===== config.mk =====
export PLATFORM = sky130hd
export DESIGN_NAME = scan_line_trigger_flat
export DESIGN_NICKNAME = d
export VERILOG_FILES = /design/src/rtl/scan_line_trigger_if.sv /design/src/rtl/scan_line_trigger.sv /design/src/flat_wrapper.sv
export SDC_FILE = /design/constraint.sdc
export NUM_CORES = 1
export LEC_CHECK = 0
export BUFFER_PORTS_ARGS = -buffer_cell sky130_fd_sc_hd__buf_2
export CORE_UTILIZATION = 51
export DETAILED_ROUTE_END_ITERATION = 10
export GPL_TIMING_DRIVEN = 0
export PLACE_DENSITY = 0.83
export SYNTH_ARGS = -nofsm -noshare
export SYNTH_HDL_FRONTEND = slang
export SYNTH_SLANG_ARGS = --single-unit

===== constraint.sdc =====
create_clock -name CLK -period 10.4 [get_ports CLK]
set_input_delay 1.04 -clock CLK [delete_from_list [all_inputs] [get_ports CLK]]
set_output_delay 1.04 -clock CLK [all_outputs]
set_load 0.005 [all_outputs]

===== src/rtl/scan_line_trigger_if.sv =====
// Signal bundle between the encoder front-end / host registers and the
// line-trigger scheduler. The slave modport is the scheduler's view.
interface scan_line_trigger_if #(
    parameter int POS_W  = 32,
    parameter int DIV_W  = 16,
    parameter int LINE_W = 16
);
    logic              ENC_FWD;
    logic              ENC_REV;
    logic [DIV_W-1:0]  CFG_DIV;
    logic [LINE_W-1:0] CFG_LINES;
    logic              START;
    logic              ABORT;
    logic              ACQ_BUSY;
    logic              LINE_TRIG;
    logic [LINE_W-1:0] LINE_NUM;
    logic [POS_W-1:0]  POSITION;
    logic              SCAN_ACTIVE;
    logic              SCAN_DONE;
    logic              OVERRUN;
    logic [LINE_W-1:0] MISSED_CNT;

    modport master (
        output ENC_FWD, ENC_REV, CFG_DIV, CFG_LINES, START, ABORT, ACQ_BUSY,
        input  LINE_TRIG, LINE_NUM, POSITION, SCAN_ACTIVE, SCAN_DONE,
               OVERRUN, MISSED_CNT
    );

    modport slave (
        input  ENC_FWD, ENC_REV, CFG_DIV, CFG_LINES, START, ABORT, ACQ_BUSY,
        output LINE_TRIG, LINE_NUM, POSITION, SCAN_ACTIVE, SCAN_DONE,
               OVERRUN, MISSED_CNT
    );
endinterface


===== src/rtl/scan_line_trigger.sv =====
// Line-trigger scheduler: tracks absolute encoder position and, during a
// scan, divides forward motion into line triggers for the acquisition path.
module scan_line_trigger #(
    parameter int POS_W  = 32,
    parameter int DIV_W  = 16,
    parameter int LINE_W = 16
) (
    input  logic                 CLK,
    input  logic                 RST,
    scan_line_trigger_if.slave   bus
);

    typedef enum logic [0:0] {
        ST_IDLE = 1'b0,
        ST_SCAN = 1'b1
    } state_e;

    localparam logic [DIV_W:0] ACC_MIN = {1'b1, {DIV_W{1'b0}}};

    state_e            state_q, state_d;
    logic [POS_W-1:0]  pos_q, pos_d;
    logic [DIV_W:0]    acc_q, acc_d;
    logic [DIV_W-1:0]  div_q, div_d;
    logic [LINE_W-1:0] lines_q, lines_d;
    logic [LINE_W-1:0] line_cnt_q, line_cnt_d;
    logic              line_trig_q, line_trig_d;
    logic [LINE_W-1:0] line_num_q, line_num_d;
    logic              scan_active_q, scan_active_d;
    logic              scan_done_q, scan_done_d;
    logic              overrun_q, overrun_d;
    logic [LINE_W-1:0] missed_q, missed_d;

    logic              line_due_s;
    logic [DIV_W:0]    acc_inc_s;
    logic [LINE_W-1:0] line_inc_s;

    assign acc_inc_s  = acc_q + {{DIV_W{1'b0}}, 1'b1};
    assign line_inc_s = line_cnt_q + {{(LINE_W-1){1'b0}}, 1'b1};

    // Next-state, position tracking and line scheduling.
    always_comb begin
        state_d     = state_q;
        pos_d       = pos_q;
        acc_d       = acc_q;
        div_d       = div_q;
        lines_d     = lines_q;
        line_cnt_d  = line_cnt_q;
        line_trig_d = 1'b0;
        line_num_d  = line_num_q;
        scan_done_d = 1'b0;
        overrun_d   = overrun_q;
        missed_d    = missed_q;
        line_due_s  = 1'b0;

        case ({bus.ENC_FWD, bus.ENC_REV})
            2'b10:   pos_d = pos_q + {{(POS_W-1){1'b0}}, 1'b1};
            2'b01:   pos_d = pos_q - {{(POS_W-1){1'b0}}, 1'b1};
            default: pos_d = pos_q;
        endcase

        case (state_q)
            ST_IDLE: begin
                if (bus.START) begin
                    div_d      = (bus.CFG_DIV == {DIV_W{1'b0}}) ?
                                 {{(DIV_W-1){1'b0}}, 1'b1} : bus.CFG_DIV;
                    lines_d    = bus.CFG_LINES;
                    acc_d      = {(DIV_W+1){1'b0}};
                    line_cnt_d = {LINE_W{1'b0}};
                    overrun_d  = 1'b0;
                    missed_d   = {LINE_W{1'b0}};
                    if (bus.CFG_LINES == {LINE_W{1'b0}}) begin
                        scan_done_d = 1'b1;
                    end else begin
                        state_d = ST_SCAN;
                    end
                end else begin
                    state_d = ST_IDLE;
                end
            end
            ST_SCAN: begin
                if (bus.ABORT) begin
                    state_d = ST_IDLE;
                end else begin
                    // Reverse steps push acc negative so backlash is re-traversed.
                    case ({bus.ENC_FWD, bus.ENC_REV})
                        2'b10: begin
                            if (acc_inc_s == {1'b0, div_q}) begin
                                acc_d      = {(DIV_W+1){1'b0}};
                                line_due_s = 1'b1;
                            end else begin
                                acc_d = acc_inc_s;
                            end
                        end
                        2'b01: begin
                            if (acc_q == ACC_MIN) begin
                                acc_d = acc_q;
                            end else begin
                                acc_d = acc_q - {{DIV_W{1'b0}}, 1'b1};
                            end
                        end
                        default: acc_d = acc_q;
                    endcase

                    if (line_due_s) begin
                        if (!bus.ACQ_BUSY) begin
                            line_trig_d = 1'b1;
                            line_num_d  = line_cnt_q;
                        end else begin
                            overrun_d = 1'b1;
                            if (missed_q != {LINE_W{1'b1}}) begin
                                missed_d = missed_q + {{(LINE_W-1){1'b0}}, 1'b1};
                            end else begin
                                missed_d = missed_q;
                            end
                        end
                        line_cnt_d = line_inc_s;
                        if (line_inc_s == lines_q) begin
                            scan_done_d = 1'b1;
                            state_d     = ST_IDLE;
                        end else begin
                            state_d = ST_SCAN;
                        end
                    end else begin
                        state_d = ST_SCAN;
                    end
                end
            end
            default: state_d = ST_IDLE;
        endcase

        scan_active_d = (state_d == ST_SCAN);
    end

    // State and output registers with synchronous reset.
    always_ff @(posedge CLK) begin
        if (RST) begin
            state_q       <= ST_IDLE;
            pos_q         <= {POS_W{1'b0}};
            acc_q         <= {(DIV_W+1){1'b0}};
            div_q         <= {DIV_W{1'b0}};
            lines_q       <= {LINE_W{1'b0}};
            line_cnt_q    <= {LINE_W{1'b0}};
            line_trig_q   <= 1'b0;
            line_num_q    <= {LINE_W{1'b0}};
            scan_active_q <= 1'b0;
            scan_done_q   <= 1'b0;
            overrun_q     <= 1'b0;
            missed_q      <= {LINE_W{1'b0}};
        end else begin
            state_q       <= state_d;
            pos_q         <= pos_d;
            acc_q         <= acc_d;
            div_q         <= div_d;
            lines_q       <= lines_d;
            line_cnt_q    <= line_cnt_d;
            line_trig_q   <= line_trig_d;
            line_num_q    <= line_num_d;
            scan_active_q <= scan_active_d;
            scan_done_q   <= scan_done_d;
            overrun_q     <= overrun_d;
            missed_q      <= missed_d;
        end
    end

    assign bus.LINE_TRIG   = line_trig_q;
    assign bus.LINE_NUM    = line_num_q;
    assign bus.POSITION    = pos_q;
    assign bus.SCAN_ACTIVE = scan_active_q;
    assign bus.SCAN_DONE   = scan_done_q;
    assign bus.OVERRUN     = overrun_q;
    assign bus.MISSED_CNT  = missed_q;

endmodule


===== src/flat_wrapper.sv =====
// flat-port wrapper written by rule: the top's interface ports become plain ports
module scan_line_trigger_flat 
#(
    parameter int POS_W  = 32,
    parameter int DIV_W  = 16,
    parameter int LINE_W = 16
)
  (CLK, RST, bus_ENC_FWD, bus_ENC_REV, bus_CFG_DIV, bus_CFG_LINES, bus_START, bus_ABORT, bus_ACQ_BUSY, bus_LINE_TRIG, bus_LINE_NUM, bus_POSITION, bus_SCAN_ACTIVE, bus_SCAN_DONE, bus_OVERRUN, bus_MISSED_CNT);
  scan_line_trigger_if #(.POS_W(POS_W), .DIV_W(DIV_W), .LINE_W(LINE_W)) bus_i ();
  input  logic CLK;
  input  logic RST;
  input wire logic [$bits(bus_i.ENC_FWD)-1:0] bus_ENC_FWD;
  input wire logic [$bits(bus_i.ENC_REV)-1:0] bus_ENC_REV;
  input wire logic [$bits(bus_i.CFG_DIV)-1:0] bus_CFG_DIV;
  input wire logic [$bits(bus_i.CFG_LINES)-1:0] bus_CFG_LINES;
  input wire logic [$bits(bus_i.START)-1:0] bus_START;
  input wire logic [$bits(bus_i.ABORT)-1:0] bus_ABORT;
  input wire logic [$bits(bus_i.ACQ_BUSY)-1:0] bus_ACQ_BUSY;
  output wire logic [$bits(bus_i.LINE_TRIG)-1:0] bus_LINE_TRIG;
  output wire logic [$bits(bus_i.LINE_NUM)-1:0] bus_LINE_NUM;
  output wire logic [$bits(bus_i.POSITION)-1:0] bus_POSITION;
  output wire logic [$bits(bus_i.SCAN_ACTIVE)-1:0] bus_SCAN_ACTIVE;
  output wire logic [$bits(bus_i.SCAN_DONE)-1:0] bus_SCAN_DONE;
  output wire logic [$bits(bus_i.OVERRUN)-1:0] bus_OVERRUN;
  output wire logic [$bits(bus_i.MISSED_CNT)-1:0] bus_MISSED_CNT;
  assign bus_i.ENC_FWD = bus_ENC_FWD;
  assign bus_i.ENC_REV = bus_ENC_REV;
  assign bus_i.CFG_DIV = bus_CFG_DIV;
  assign bus_i.CFG_LINES = bus_CFG_LINES;
  assign bus_i.START = bus_START;
  assign bus_i.ABORT = bus_ABORT;
  assign bus_i.ACQ_BUSY = bus_ACQ_BUSY;
  assign bus_LINE_TRIG = bus_i.LINE_TRIG;
  assign bus_LINE_NUM = bus_i.LINE_NUM;
  assign bus_POSITION = bus_i.POSITION;
  assign bus_SCAN_ACTIVE = bus_i.SCAN_ACTIVE;
  assign bus_SCAN_DONE = bus_i.SCAN_DONE;
  assign bus_OVERRUN = bus_i.OVERRUN;
  assign bus_MISSED_CNT = bus_i.MISSED_CNT;
  scan_line_trigger #(.POS_W(POS_W), .DIV_W(DIV_W), .LINE_W(LINE_W)) u_core (.CLK(CLK), .RST(RST), .bus(bus_i));
endmodule

**After elaboration in Yosys (flattened, before gate mapping)**

Cells that the tools add are included.

- Bits of input ports: 39
- Output and inout port bits: 68
- Word-level logic and storage cells: 83
- Flip-flop bits (word level): 133

- $add $sub $neg: 6
- Bitwise operators: 4
- Reduce and logical (&&, ||, !) cells: 10
- Mux-type cells: 39
- Equality and inequality tests: 13

Operator list:

| kind | number |
|---|---|
| 16-bit 2-to-1 mux | 8 |
| 17-bit 2-to-1 mux | 4 |
| 17-bit one-hot mux with 2 select lines | 2 |
| 16-bit one-hot mux with 2 select lines | 2 |
| 32-bit one-hot mux with 2 select lines | 1 |
| 16-bit by 1-bit adder with 16-bit output, second input constant | 2 |
| 32-bit by 1-bit adder with 32-bit output, second input constant | 1 |
| 16-bit logical NOT | 2 |
| 32-bit by 1-bit subtractor with 32-bit output, second input constant | 1 |
| 1-bit 2-to-1 mux | 19 |
| 17-bit by 1-bit adder with 17-bit output, second input constant | 1 |
| 17-bit by 16-bit equality test with 1-bit output | 1 |
| 17-bit equality test, second input constant | 1 |
| 17-bit by 1-bit subtractor with 17-bit output, second input constant | 1 |
| 16-bit equality test | 1 |
| 16-bit != test, second input constant | 1 |
| 4-bit AND reduction | 3 |
| 2-bit != test, second input constant | 5 |
| 3-bit != test, second input constant | 2 |
| 1-bit one-hot mux with 2 select lines | 3 |
| 5-bit AND reduction | 1 |
| 1-bit NOT | 4 |
| 4-bit OR reduction | 1 |
| 3-bit AND reduction | 1 |
| 4 further kinds | 4 |

**Logic depth before layout (Yosys ltp)**

- Word-level depth: 9
- Mapped depth: 13

**Least setup slack after synthesis**

No wires, ideal clock.

- Path kind: input to register
- From: input bus_ENC_FWD
- To: register u_core.pos_q[12], in the netlist u_core.bus.POSITION[12]
- Cell stages on the path: 13
- Arrival: 4.075 ns
- Data required time: 10.330 ns
- Setup slack: 6.255 ns
- Path buffers: 1
- Cells stage by stage: inv_1 -> ha_1 -> clkbuf_1 -> inv_1 -> fa_1 -> nand2b_1 -> a21oi_1 -> o211ai_1 -> a21boi_0 -> o21a_1 -> nor3_1 -> or3b_2 -> a21oi_1

- Longest elaborated chain between the ends: 2
- Elaborated cells between the ends (all ways): 4
- Classes of those cells: eq/ne: 2; mux: 1; reduce/logical: 1

Ends and longest elaborated chain:

| what | line | RTL |
|---|---|---|
| start: declaration | flat_wrapper.sv:12 | `input wire logic [$bits(bus_i.ENC_FWD)-1:0] bus_ENC_FWD;` |
| 2-bit by 1-bit equality test with 1-bit output or 2-bit equality test (tied branches) | scan_line_trigger.sv:55 | `case ({bus.ENC_FWD, bus.ENC_REV})` |
| 32-bit one-hot mux with 2 select lines or 2-bit nonzero test (tied branches) | - |  |
| end signal: assignment | scan_line_trigger.sv:138 | `pos_q <= {POS_W{1'b0}};` |
| end signal: assignment | scan_line_trigger.sv:151 | `pos_q <= pos_d;` |
| end: declaration | scan_line_trigger.sv:21 | `logic [POS_W-1:0] pos_q, pos_d;` |

Several ways; a longest one is shown, not always the timed one.
A chain may end at the register's enable or synchronous reset.

**Worst setup path after layout**

- From: input bus_ENC_FWD
- To: register u_core.pos_q[18], in the netlist u_core.bus.POSITION[18]

Same word-level chain as after synthesis.

==> flow_metrics.tcl <==
set metrics [dict create \
    maximum_vdd_drop_mv 0.126 \
    ctsHtreeMaxLevel 4 \
    tritoncts "yes" \
    status "finished clean" \
    holdCritStartpoint "u_core.bus.LINE_NUM[10]" \
    dp_hpwl_mm 19.4 \
    clock_insertion_delay_worst_skew_ns 0.44 \
    cp.required_ns 10.70 \
    critPathCaptureType "flop" \
    pin_count_of_the_biggest_net_entering_global_routing 32 \
    die-area_sq_um 17500 \
    worst_flop_to_flop_path_startpoint "u_core.acc_q[9]" \
    nets 1340 \
    fmax_mhz 206 \
    root_buffer "sky130_fd_sc_hd__clkbuf_16" \
    floorplan.die.width_um 132 \
    io_pins 107 \
    min_path_cells 2 \
    synth_edf_count 0 \
    yosys.cell_count.top_type "sky130_fd_sc_hd__nand2_1" \
    route.met3.wl_mm 1.98 \
    pwr_density_cell_nw_per_um2 167 \
    hold_viol 0 \
    synthesis.nets 1216 \
    initial_core_util_pct 52.2 \
    syn_area_sq_um 8650 \
    port_buffers 105 \
    worst_setup_sp_type "primary input" \
    yosysWarnings 0 \
    timing.final.crit_period_ns 4.85 \
    remaining_drc_errors 0 \
    antenna_violations_before_repair 0 \
    detailroute.wirelength.met2_mm 13.0 \
    avg_cell_area_syn_sq_um 7.59 \
    last_weighted_congestion_value_of_the_routability_driven_placer 0.963 \
    synth_top_area_cell "sky130_fd_sc_hd__dfxtp_1" \
    fill_cells 1491 \
    relative_area_change_from_synthesis_to_final_layout_pct 16.7 \
    cts_num_sinks 133 \
    leakagePower_uw 0.00392 \
    worst-r2r-setup-slack_ns 6.56 \
    post_synthesis_sequential_area_ratio_pct 30.8 \
    postCtsSetupRepairBufs 0 \
    share_of_cells_above_drive_strength_1_pct 13.3 \
    max_clock_skew_ns 0.00673 \
    max_slew_margin_pct 6.35 \
    timing.reg2reg.worst_path_depth 10 \
    grt_pass1_wl_mm 43.7 \
    asyncSetResetFlopFracSynth_pct 0 \
    drt_iter0_drc 976 \
    floorplan.die.height_um 132 \
    via_count_of_the_first_global_routing_pass 8934 \
    core-area_sq_um 16600 \
    cp.arrival_ns 5.15 \
    synth_commonest_cells "sky130_fd_sc_hd__nand2_1, sky130_fd_sc_hd__dfxtp_1, sky130_fd_sc_hd__a21oi_1, sky130_fd_sc_hd__nand3_1, sky130_fd_sc_hd__clkbuf_1" \
    total_detailed_routing_wirelength_mm 27.1 \
    antenna_cells_inserted 0 \
    finalMaxSlewViolations 0 \
    synthesis.instances 1139 \
    cts_resized 0 \
    finalCritPeriodShare_pct 46.6 \
    synth.lib_cells_used.distinct 68 \
    highest_metal_layer_with_signal_wires "met4" \
    cts_max_path_buffers 2 \
    grt_usage_pct 31.0 \
    timing.critical_path.fanout_max 31 \
    synth-main-ff-cell "sky130_fd_sc_hd__dfxtp_1" \
    timing.max_cap.violations 0 \
    synth_seq_cells 133 \
    r2r-end "u_core.bus.MISSED_CNT[13]" \
    postLayoutCellArea_sq_um 10100 \
    route.layer.met1.wl_mm 11.0 \
    global_route.overflow_total 0 \
    timing.hold.worst_endpoint "u_core.bus.LINE_NUM[10]" \
    floorplan.rows 47 \
    numCtsBuffers 17 \
    drt-vias-per-instance 6.33 \
    hold_class "reg -> reg" \
    final-setup-viol-count 0 \
    via_count 9470 \
    avgRoutedWirePerCell_um 18.1 \
    post_dp_cell_area_sq_um 9450 \
    grt_setup_unrepaired "no" \
    clk_pin_slew_ns 0.06 \
    antenna_left 0 \
    finalSetupTns_ns 0 \
    synth.top_cell.area_share_pct 30.8 \
    max_slew.worst_pin.slew_ns 1.40 \
    cts_hold_repair.buffers 0 \
    yosys-top-cells-area "sky130_fd_sc_hd__dfxtp_1, sky130_fd_sc_hd__a21oi_1, sky130_fd_sc_hd__nand2_1, sky130_fd_sc_hd__ha_1, sky130_fd_sc_hd__xnor2_1" \
    number_of_detailed_routing_iterations_run_before_antenna_repair 6 \
    worst-setup-path-type "in -> reg" \
]
## power breakdown
| part | switching, uW | leakage [uW] | internal, uW |
|---|---|---|---|
| registers | 37.6 | 0.00108 | 549 |
| clock network | 243 | 0.000317 | 420 |
| logic | 271 | 0.00252 | 160 |
## per-layer routing
metal	track usage, %	vias to the layer above
met5	0	-
met4	18.5	0
met3	4.46	111
met2	51.9	470
met1	37.8	4436
li1	-	4453
## registers in the layout (all words and copies together) (netlist names)
signal / count
u_core.lines_q: 16
u_core.bus.MISSED_CNT: 16
u_core.state_q: 1
u_core.bus.SCAN_DONE: 1
u_core.bus.POSITION: 32
u_core.bus.LINE_NUM: 16
u_core.acc_q: 17
u_core.line_cnt_q: 16
u_core.bus.OVERRUN: 1
u_core.bus.LINE_TRIG: 1
u_core.div_q: 16
## per-stage QoR
step | hold slack, ns | cells | worst slack [ns] | total power, uW | utilization [%]
6_report | 0.474 | 1496 | 5.55 | 1680 | 60.8
5_1_grt | 0.478 | 1496 | 5.40 | 1750 | 60.8
3_5_place_dp | 0.463 | 1464 | 5.26 | 1010 | 57.0
4_1_cts | 0.476 | 1496 | 5.67 | 1670 | 60.8
3_3_place_gp | 0.459 | 1464 | 5.32 | 1000 | 57.0
2_1_floorplan | 0.448 | 1139 | 6.25 | 896 | -
## placed cells by master, fill, tap and decap left out, types with 6 or more instances in the layout
cell type and n:
sky130_fd_sc_hd__xor2_1 22, sky130_fd_sc_hd__buf_1 10, sky130_fd_sc_hd__nand4_1 24, sky130_fd_sc_hd__inv_1 23, sky130_fd_sc_hd__clkbuf_1 62, sky130_fd_sc_hd__mux2i_1 7, sky130_fd_sc_hd__buf_2 113, sky130_fd_sc_hd__nor2b_1 10
sky130_fd_sc_hd__o21a_1 9, sky130_fd_sc_hd__nand3_1 64, sky130_fd_sc_hd__clkbuf_16 17, sky130_fd_sc_hd__dfxtp_1 133, sky130_fd_sc_hd__nand2b_1 12, sky130_fd_sc_hd__o22ai_1 8, sky130_fd_sc_hd__o31ai_1 9, sky130_fd_sc_hd__or4_1 11
sky130_fd_sc_hd__o2111ai_1 20, sky130_fd_sc_hd__nor2_1 59, sky130_fd_sc_hd__a21oi_1 121, sky130_fd_sc_hd__nor3_1 45, sky130_fd_sc_hd__and3_1 11, sky130_fd_sc_hd__o21bai_1 6, sky130_fd_sc_hd__nor4_1 22, sky130_fd_sc_hd__xnor2_1 42
sky130_fd_sc_hd__o211ai_1 10, sky130_fd_sc_hd__a21o_1 14, sky130_fd_sc_hd__a22o_1 11, sky130_fd_sc_hd__ha_1 37, sky130_fd_sc_hd__and2_1 11, sky130_fd_sc_hd__o21ai_0 54, sky130_fd_sc_hd__a31oi_1 24, sky130_fd_sc_hd__nand2_1 147
sky130_fd_sc_hd__or3_1 17
## worst max-delay path: stages
cell,delay (ns)
sky130_fd_sc_hd__buf_2,0.11
sky130_fd_sc_hd__inv_1,0.05
sky130_fd_sc_hd__ha_1,1.09
sky130_fd_sc_hd__clkbuf_1,0.40
sky130_fd_sc_hd__inv_1,0.25
sky130_fd_sc_hd__fa_1,0.43
sky130_fd_sc_hd__nand2b_1,0.20
sky130_fd_sc_hd__a21oi_1,0.32
sky130_fd_sc_hd__o211a_1,0.25
sky130_fd_sc_hd__o21ai_0,0.20
sky130_fd_sc_hd__o311ai_0,0.41
sky130_fd_sc_hd__a21oi_1,0.15
sky130_fd_sc_hd__xor2_1,0.14
sky130_fd_sc_hd__o22ai_1,0.09
## layout make-up
type / count / area (sq um) / area share, %
Buffer: 80 / 310 / 3.08
Clock buffer: 20 / 467 / 4.63
Clock inverter: 12 / 174 / 1.72
Inverter: 25 / 93.8 / 0.930
Multi-Input combinational cell: 901 / 5580 / 55.3
Sequential cell: 133 / 2660 / 26.4
Tap cell: 220 / 275 / 2.73
Timing Repair Buffer: 105 / 526 / 5.21
## kinds of logic (layout without fill, tap and decap cells)
logic type | after synthesis | in the layout | share of synthesized area (%)
xor gates and xnor gates | 64 | 64 | 6.48
buffers and inverters | 105 | 242 | 4.67
and+or+nand+nor | 461 | 461 | 26.6
AOI/OAI and AO/OA | 329 | 329 | 24.8
adders and majority gates | 38 | 38 | 5.58
muxes | 9 | 9 | 1.07
DFF | 133 | 133 | 30.8
## how the worst max path moves through the flow
stage	from	end	slack [ns]	depth (start not counted)
after global routing	bus_ENC_FWD	u_core.bus.POSITION[18]	5.40	14
final	bus_ENC_FWD	u_core.bus.POSITION[18]	5.55	14
after detailed placement	bus_ENC_FWD	u_core.bus.POSITION[18]	5.26	14
after global placement	bus_ENC_FWD	u_core.bus.POSITION[18]	5.32	14
after floorplan	bus_ENC_FWD	u_core.bus.POSITION[12]	6.25	13
after CTS	bus_ENC_FWD	u_core.bus.POSITION[18]	5.67	14
(Power assumes the default switching activity.)
